## config.mk

```make
export PLATFORM = sky130hd
export DESIGN_NAME = led_fsm_multi
export DESIGN_NICKNAME = d
export VERILOG_FILES = /design/src/rtl/led_fsm_multi.sv
export SDC_FILE = /design/constraint.sdc
export NUM_CORES = 1
export LEC_CHECK = 0
export ABC_AREA = 1
export CAP_MARGIN = 25
export CORE_MARGIN = 1
export CORE_UTILIZATION = 34
export CTS_CLUSTER_SIZE = 25
export DETAILED_ROUTE_END_ITERATION = 10
export REMOVE_ABC_BUFFERS = 1
export SLEW_MARGIN = 20
export SYNTH_ARGS = -nofsm -noshare
export SYNTH_HDL_FRONTEND = slang
export SYNTH_SLANG_ARGS = --single-unit
```

## constraint.sdc

```tcl
create_clock -name Clk -period 1.8 [get_ports Clk]
set_input_delay 0.54 -clock Clk [delete_from_list [all_inputs] [get_ports Clk]]
set_output_delay 0.54 -clock Clk [all_outputs]
set_load 0.02 [all_outputs]
```

## src/rtl/led_fsm_multi.sv

```systemverilog
// led_fsm_multi: N_CH independent push-button LED controllers.
// Each channel synchronises and debounces its button. Each debounced press
// steps the channel through OFF -> ON -> BLINK -> OFF. All blinking channels
// share one prescaler, so they blink in phase.
// Optional build macro: LED_FSM_AUTO_OFF_EN adds a per-channel idle timeout
// that returns ON/BLINK channels to OFF after TIMEOUT cycles without a press.

module led_fsm_multi_ch #(
    parameter int DEB_CYCLES = 16,
    parameter int TIMEOUT    = 100000000
) (
    input  logic       clk,
    input  logic       rst_n,
    input  logic       in_raw,
    input  logic       force_off,
    input  logic       blink_phase_d,
    output logic       led,
    output logic [1:0] state
);
    typedef enum logic [1:0] {
        ST_OFF   = 2'b00,
        ST_ON    = 2'b01,
        ST_BLINK = 2'b10,
        ST_BAD   = 2'b11
    } state_e;

    localparam int            DW       = $clog2(DEB_CYCLES + 1);
    localparam logic [DW-1:0] DEB_LAST = DW'(DEB_CYCLES - 1);

    logic          sync1_q, sync2_q;
    logic          deb_q, deb_d, deb_prev_q;
    logic [DW-1:0] deb_cnt_q, deb_cnt_d;
    state_e        state_q, state_d;
    logic          led_q, led_d;
    logic          press;

    // Debounce: accept a new level only after DEB_CYCLES stable cycles
    always_comb begin
        deb_d     = deb_q;
        deb_cnt_d = '0;
        if (sync2_q != deb_q) begin
            if (deb_cnt_q == DEB_LAST) begin
                deb_d     = sync2_q;
                deb_cnt_d = '0;
            end else begin
                deb_cnt_d = deb_cnt_q + DW'(1);
            end
        end
    end

    // Only the debounced rising edge counts as a press
    assign press = deb_q & ~deb_prev_q;

`ifdef LED_FSM_AUTO_OFF_EN
    localparam int            TW       = $clog2(TIMEOUT + 1);
    localparam logic [TW-1:0] TMO_LAST = TW'(TIMEOUT - 1);

    logic [TW-1:0] tmo_cnt_q, tmo_cnt_d;
    logic          active;
    logic          tmo_hit;

    assign active  = (state_q == ST_ON) || (state_q == ST_BLINK);
    assign tmo_hit = active && (tmo_cnt_q == TMO_LAST);

    // Idle counter: runs only while lit and restarts on any press
    always_comb begin
        tmo_cnt_d = '0;
        if (active && !press && !force_off && !tmo_hit)
            tmo_cnt_d = tmo_cnt_q + TW'(1);
    end

    // Idle counter register
    always_ff @(posedge clk or negedge rst_n) begin
        if (!rst_n) tmo_cnt_q <= '0;
        else        tmo_cnt_q <= tmo_cnt_d;
    end
`else
    // TIMEOUT only matters in the auto-off build
    logic unused_timeout;
    assign unused_timeout = (TIMEOUT > 0);
`endif

    // Next state and LED decode of the next state
    always_comb begin
        state_d = state_q;
        unique case (state_q)
            ST_OFF:   if (press) state_d = ST_ON;
            ST_ON:    if (press) state_d = ST_BLINK;
            ST_BLINK: if (press) state_d = ST_OFF;
            default:  state_d = ST_OFF;
        endcase
`ifdef LED_FSM_AUTO_OFF_EN
        // A press on the timeout edge wins over the timeout
        if (tmo_hit && !press) state_d = ST_OFF;
`endif
        if (force_off) state_d = ST_OFF;

        led_d = 1'b0;
        case (state_d)
            ST_ON:    led_d = 1'b1;
            ST_BLINK: led_d = blink_phase_d;
            default:  led_d = 1'b0;
        endcase
    end

    // Input path, FSM and LED registers
    always_ff @(posedge clk or negedge rst_n) begin
        if (!rst_n) begin
            sync1_q    <= 1'b0;
            sync2_q    <= 1'b0;
            deb_q      <= 1'b0;
            deb_prev_q <= 1'b0;
            deb_cnt_q  <= '0;
            state_q    <= ST_OFF;
            led_q      <= 1'b0;
        end else begin
            sync1_q    <= in_raw;
            sync2_q    <= sync1_q;
            deb_q      <= deb_d;
            deb_prev_q <= deb_q;
            deb_cnt_q  <= deb_cnt_d;
            state_q    <= state_d;
            led_q      <= led_d;
        end
    end

    assign led   = led_q;
    assign state = state_q;
endmodule

module led_fsm_multi #(
    parameter int N_CH       = 4,
    parameter int DEB_CYCLES = 16,
    parameter int BLINK_HALF = 25000000,
    parameter int TIMEOUT    = 100000000
) (
    input  logic              Clk,
    input  logic              Reset,
    input  logic [N_CH-1:0]   IN,
    input  logic              Force_Off,
    output logic [N_CH-1:0]   Led,
    output logic [2*N_CH-1:0] Estado_Salida
);
    localparam int            PW       = $clog2(BLINK_HALF + 1);
    localparam logic [PW-1:0] PRE_LAST = PW'(BLINK_HALF - 1);

    logic [PW-1:0] pre_cnt_q, pre_cnt_d;
    logic          blink_phase_q, blink_phase_d;

    // Free-running prescaler; the phase flips on each wrap
    always_comb begin
        pre_cnt_d     = pre_cnt_q + PW'(1);
        blink_phase_d = blink_phase_q;
        if (pre_cnt_q == PRE_LAST) begin
            pre_cnt_d     = '0;
            blink_phase_d = ~blink_phase_q;
        end
    end

    // Shared blink timebase registers
    always_ff @(posedge Clk or negedge Reset) begin
        if (!Reset) begin
            pre_cnt_q     <= '0;
            blink_phase_q <= 1'b0;
        end else begin
            pre_cnt_q     <= pre_cnt_d;
            blink_phase_q <= blink_phase_d;
        end
    end

    // Channels see the next phase so a registered LED tracks blink_phase_q
    for (genvar c = 0; c < N_CH; c++) begin : g_ch
        led_fsm_multi_ch #(
            .DEB_CYCLES (DEB_CYCLES),
            .TIMEOUT    (TIMEOUT)
        ) u_ch (
            .clk           (Clk),
            .rst_n         (Reset),
            .in_raw        (IN[c]),
            .force_off     (Force_Off),
            .blink_phase_d (blink_phase_d),
            .led           (Led[c]),
            .state         (Estado_Salida[2*c +: 2])
        );
    end
endmodule

```

==> impl_summary.log <==
[metrics] run status: finished, final reports clean
[metrics] Final HPWL DP: 4.958 mm
[metrics] switching power share of the total: 21.93%
[metrics] R2R setup slack: 180 ps
[metrics] nets: 464
[metrics] Rel. slew slack: 72.17%
[metrics] drt wl/cell: 11.29 microns
[metrics] count of final setup violators: 0
[metrics] class of the tightest hold or removal check: in2async
[metrics] count of cells along the worst register-to-register path: 7
[metrics] CTS Buffer Depth: 2
[metrics] standard cell area after detailed placement: 4001 sq um
[metrics] number of enable-type register cells in the synthesized netlist: 0
[metrics] count of synthesis-stage warnings from yosys: 0
[metrics] FF+latch count, synth: 74
[metrics] vertical extent of the die: 104.5 microns
[metrics] fin. max-slew vios: 0
[metrics] mean area per synthesized cell: 8.802 sq um
[metrics] CP max FO: 5
[metrics] cell mode on critical path: sky130_fd_sc_hd__inv_1
[metrics] main combinational cell family by area after synthesis: simple AND/OR/NAND/NOR gates
[metrics] Starting Density: 34.77%
[metrics] vias after detailed routing: 2640
[metrics] synthesis-to-layout area growth: 18.10%
[metrics] per-cell via count in the routed design: 4.513
[metrics] placeable core region: 10280 sq um
[metrics] antenna-violating nets left: 0
[metrics] Initial DRT Pass Iterations: 4
[metrics] most common cell in the netlist: sky130_fd_sc_hd__dfrtp_1
[metrics] share of total power in sequential cells: 53.0%
[metrics] share of synthesized area occupied by flip-flops and latches: 51.82%
[metrics] share of the synthesized netlist area taken by xor and xnor gates: 3.922%
[metrics] antenna violations before repair: 0
[metrics] power density over the cells: 764.8 nW/um^2
[metrics] part of the power in the clock network: 43.6%
[metrics] total detailed-routing wirelength: 6.602 mm
[metrics] largest cells by area after synthesis: sky130_fd_sc_hd__dfrtp_1 (52%), sky130_fd_sc_hd__nor2_1 (7.0%), sky130_fd_sc_hd__inv_1 (6.3%)
[metrics] data required time of the critical path: 2070 ps
[metrics] pin count of the biggest net entering global routing: 32
[metrics] mapped cell area: 3573 sq um
[metrics] synthesized-area fraction occupied by ao, oa, aoi and oai cells: 4.622%
[metrics] maximum operating frequency: 568.9 MHz
[metrics] Synth Area in Adders: 4.552%
[metrics] unique cell type count in the Yosys netlist: 30
[metrics] standard-cell rows: 37
[metrics] cells after synthesis: 406
[metrics] Remaining Overflow, GRT: 0
[metrics] unrepaired setup endpoints after global routing: yes
[metrics] Reg-to-Reg End: blink_phase_q
[metrics] library cell with the largest summed area after synthesis: sky130_fd_sc_hd__dfrtp_1
[metrics] Critical Path, Cell by Cell: clkdlybuf4s50_1, buf_4, inv_1, a31oi_1, inv_1, ha_1, a21oi_1
[metrics] Critical Setup Path Class: in2reg
[metrics] total net switching power: 707.9 uW
[metrics] final design instance area without fill: 4220 sq um
[metrics] internal portion of total power: 2520 uW
[metrics] hold-fix buffer count after cts: 0
[metrics] Worst-Margin Slew: 417.4 ps
[metrics] Gate power share: 3.3%
[metrics] number of H-tree branching levels: 3
[metrics] number of global-route vias before repair: 2647
[metrics] count of buffering cells on the critical path with inverters included: 4
[metrics] Tmin final: 1758 ps
[metrics] category of the worst setup path launch point: primary input
[metrics] critical register-to-register path startpoint: pre_cnt_q[0]
[metrics] critical path's top delay family: buffers and inverters
[metrics] Final Hold Fails: 0
[metrics] post-route clock skew: 6.072 ps
[metrics] wire length of the first global-routing pass: 11.74 mm
[metrics] I/O Pins: 19
[metrics] multiplexer share of the synthesized area: 0%
[metrics] Die X-Extent: 104.5 microns
[metrics] share of synthesized cell area in and, or, nand and nor gates: 27.28%
[metrics] leakage power total: 0.002167 uW
[metrics] number of port buffers: 18
[metrics] area of the die: 10920 sq um
[metrics] CTS tree: done
[metrics] clk slew on worst S/H paths: 80 ps
[metrics] max-capacitance violation count: 0
[metrics] Critical Path Max Stage Delay: 510 ps
[metrics] number of buffers inserted by post-CTS setup repair: 0
[metrics] worst endpoint data arrival time: 2030 ps
[metrics] asr flop ratio synth: 100.0%
[metrics] dominant register cell in the synthesized netlist: sky130_fd_sc_hd__dfrtp_1
[metrics] share of post-route cells with drive strength above 1: 13.36%
[metrics] clock latency on the worst-skew pair: 350 ps
[metrics] global-route usage over all layers: 13.57%
[metrics] total DRC errors in the routed layout: 0
[metrics] Final Core Density: 41.06%
[metrics] total clock buffers created by CTS: 9
[metrics] fraction of the cycle the final worst path needs: 97.65%
[metrics] antenna diode instance count: 0
[metrics] synth cell count leaders: sky130_fd_sc_hd__dfrtp_1 (74), sky130_fd_sc_hd__nor2_1 (67), sky130_fd_sc_hd__inv_1 (60), sky130_fd_sc_hd__nand2_1 (60), sky130_fd_sc_hd__nand3_1 (24)
[metrics] Slowest-stage cell, CP: sky130_fd_sc_hd__clkdlybuf4s50_1
[metrics] global placer's final weighted congestion: 0.8275
[metrics] area share of the leading cell type in the synthesized netlist: 51.82%
[metrics] critical path endpoint category: register
[metrics] number of DRC markers in iteration 0: 117
[metrics] root buffer cell: sky130_fd_sc_hd__clkbuf_8
[metrics] TritonCTS Sinks: 74
[metrics] worst IR drop on VDD: 0.4470 mV
[routing by layer]
layer  track usage (%)  part of all wire (%)  routed length [microns]
met5                 0                     0                        0
met4             5.000                   1.8                      119
met3             4.386                   4.0                      264
met2             22.04                    47                     3078
met1             16.77                    48                     3141
[worst register-to-register path, delay by kind of cell, from the launching register on]
| family | cells | cell delay, ps |
|---|---|---|
| AND/OR/NAND/NOR | 5 | 820 |
| flip-flops | 1 | 400 |
| adder cells (fa/ha/maj) | 1 | 200 |
| buffers and inverters | 1 | 100 |
[registers in the layout (all words and copies together) (netlist names), 4 cells and up]
name	cells
g_ch.u_ch.deb_q	4
g_ch.u_ch.sync2_q	4
g_ch.u_ch.led	4
g_ch.u_ch.state	8
g_ch.u_ch.sync1_q	4
pre_cnt_q	25
g_ch.u_ch.deb_prev_q	4
g_ch.u_ch.deb_cnt_q	20
[area by class of cell]
| class | count | area [sq um] |
|---|---|---|
| multi-input combinational | 262 | 1459 |
| sequential | 74 | 1852 |
| clock inverter | 6 | 90.09 |
| inverter | 66 | 249.0 |
| tap | 136 | 170.2 |
| timing repair buffer | 31 | 272.8 |
| fill | 1051 | 6057 |
| clock buffer | 10 | 127.6 |
[metrics by stage]
step	worst slack, ps	power, uW	cells	TNS [ps]	hold slack (ps)
global route	-33.17	3385	585	-117.8	132.2
finish	42.27	3228	585	0	118.5
floorplan	170.0	1784	402	0	244.4
global placement	-362.3	1852	569	-1191	335.4
detailed placement	-529.2	1856	569	-1634	335.8
CTS	3.162	3307	585	0	110.1
[worst max-delay path by stage]
stage / startpoint / endpoint / slack [ps] / cells past startpoint
after floorplan: Force_Off / g_ch[0].u_ch.led / 170 / 5
after global placement: Force_Off / g_ch[1].u_ch.led / -360 / 6
after detailed placement: Force_Off / g_ch[1].u_ch.led / -530 / 6
after CTS: Force_Off / g_ch[1].u_ch.led / 3 / 6
after global routing: Force_Off / g_ch[2].u_ch.led / -30 / 7
final: Force_Off / g_ch[1].u_ch.led / 40 / 7
[cells by family (layout without fill, tap and decap cells)]
kind of cell             count (synthesis)  count (layout)
adder cells (fa/ha/maj)                 13              13
AO/OA/AOI/OAI                           30              30
AND/OR/NAND/NOR                        203             203
buffers and inverters                   70             113
flip-flops                              74              74
XOR/XNOR                                16              16
[repair_timing]
action | 4_1_cts | 5_1_grt
setup endpoints to repair | 13 | 4
pin swaps | 0 | 1
gates resized for setup | 14 | 1
[layout by cell type (no fill, tap or decap), types with 3 or more instances in the layout]
cell                              Yosys  routed
sky130_fd_sc_hd__nand2_2              6       6
sky130_fd_sc_hd__nand3_1             24      24
sky130_fd_sc_hd__and3_1               5       5
sky130_fd_sc_hd__nor2_4               5       5
sky130_fd_sc_hd__nand2_4              3       3
sky130_fd_sc_hd__nor2_2               3       3
sky130_fd_sc_hd__nand2_1             60      60
sky130_fd_sc_hd__nor2_1              67      67
sky130_fd_sc_hd__xnor2_1              5       5
sky130_fd_sc_hd__o21ai_0              6       6
sky130_fd_sc_hd__clkbuf_8             0       9
sky130_fd_sc_hd__buf_4                4      13
sky130_fd_sc_hd__clkdlybuf4s50_1      0       5
sky130_fd_sc_hd__dlygate4sd2_1        0      12
sky130_fd_sc_hd__a21oi_1             15      15
sky130_fd_sc_hd__nor3_1              16      14
sky130_fd_sc_hd__xor2_1              11      11
sky130_fd_sc_hd__a31oi_1              6       6
sky130_fd_sc_hd__inv_1               60      60
sky130_fd_sc_hd__inv_2                5       5
sky130_fd_sc_hd__nand4_1              7       7
sky130_fd_sc_hd__dfrtp_1             74      74
sky130_fd_sc_hd__ha_1                13      13
[power groups by stage]
stage	Combinational (uW)	Clock, uW	Sequential, uW
5_1_grt	128	1540	1720
3_5_place_dp	112	0	1740
3_3_place_gp	109	0	1740
4_1_cts	113	1480	1710
6_report	108	1410	1710
2_1_floorplan	43.7	0	1740
No activity file was read; power rests on OpenSTA's default activity.
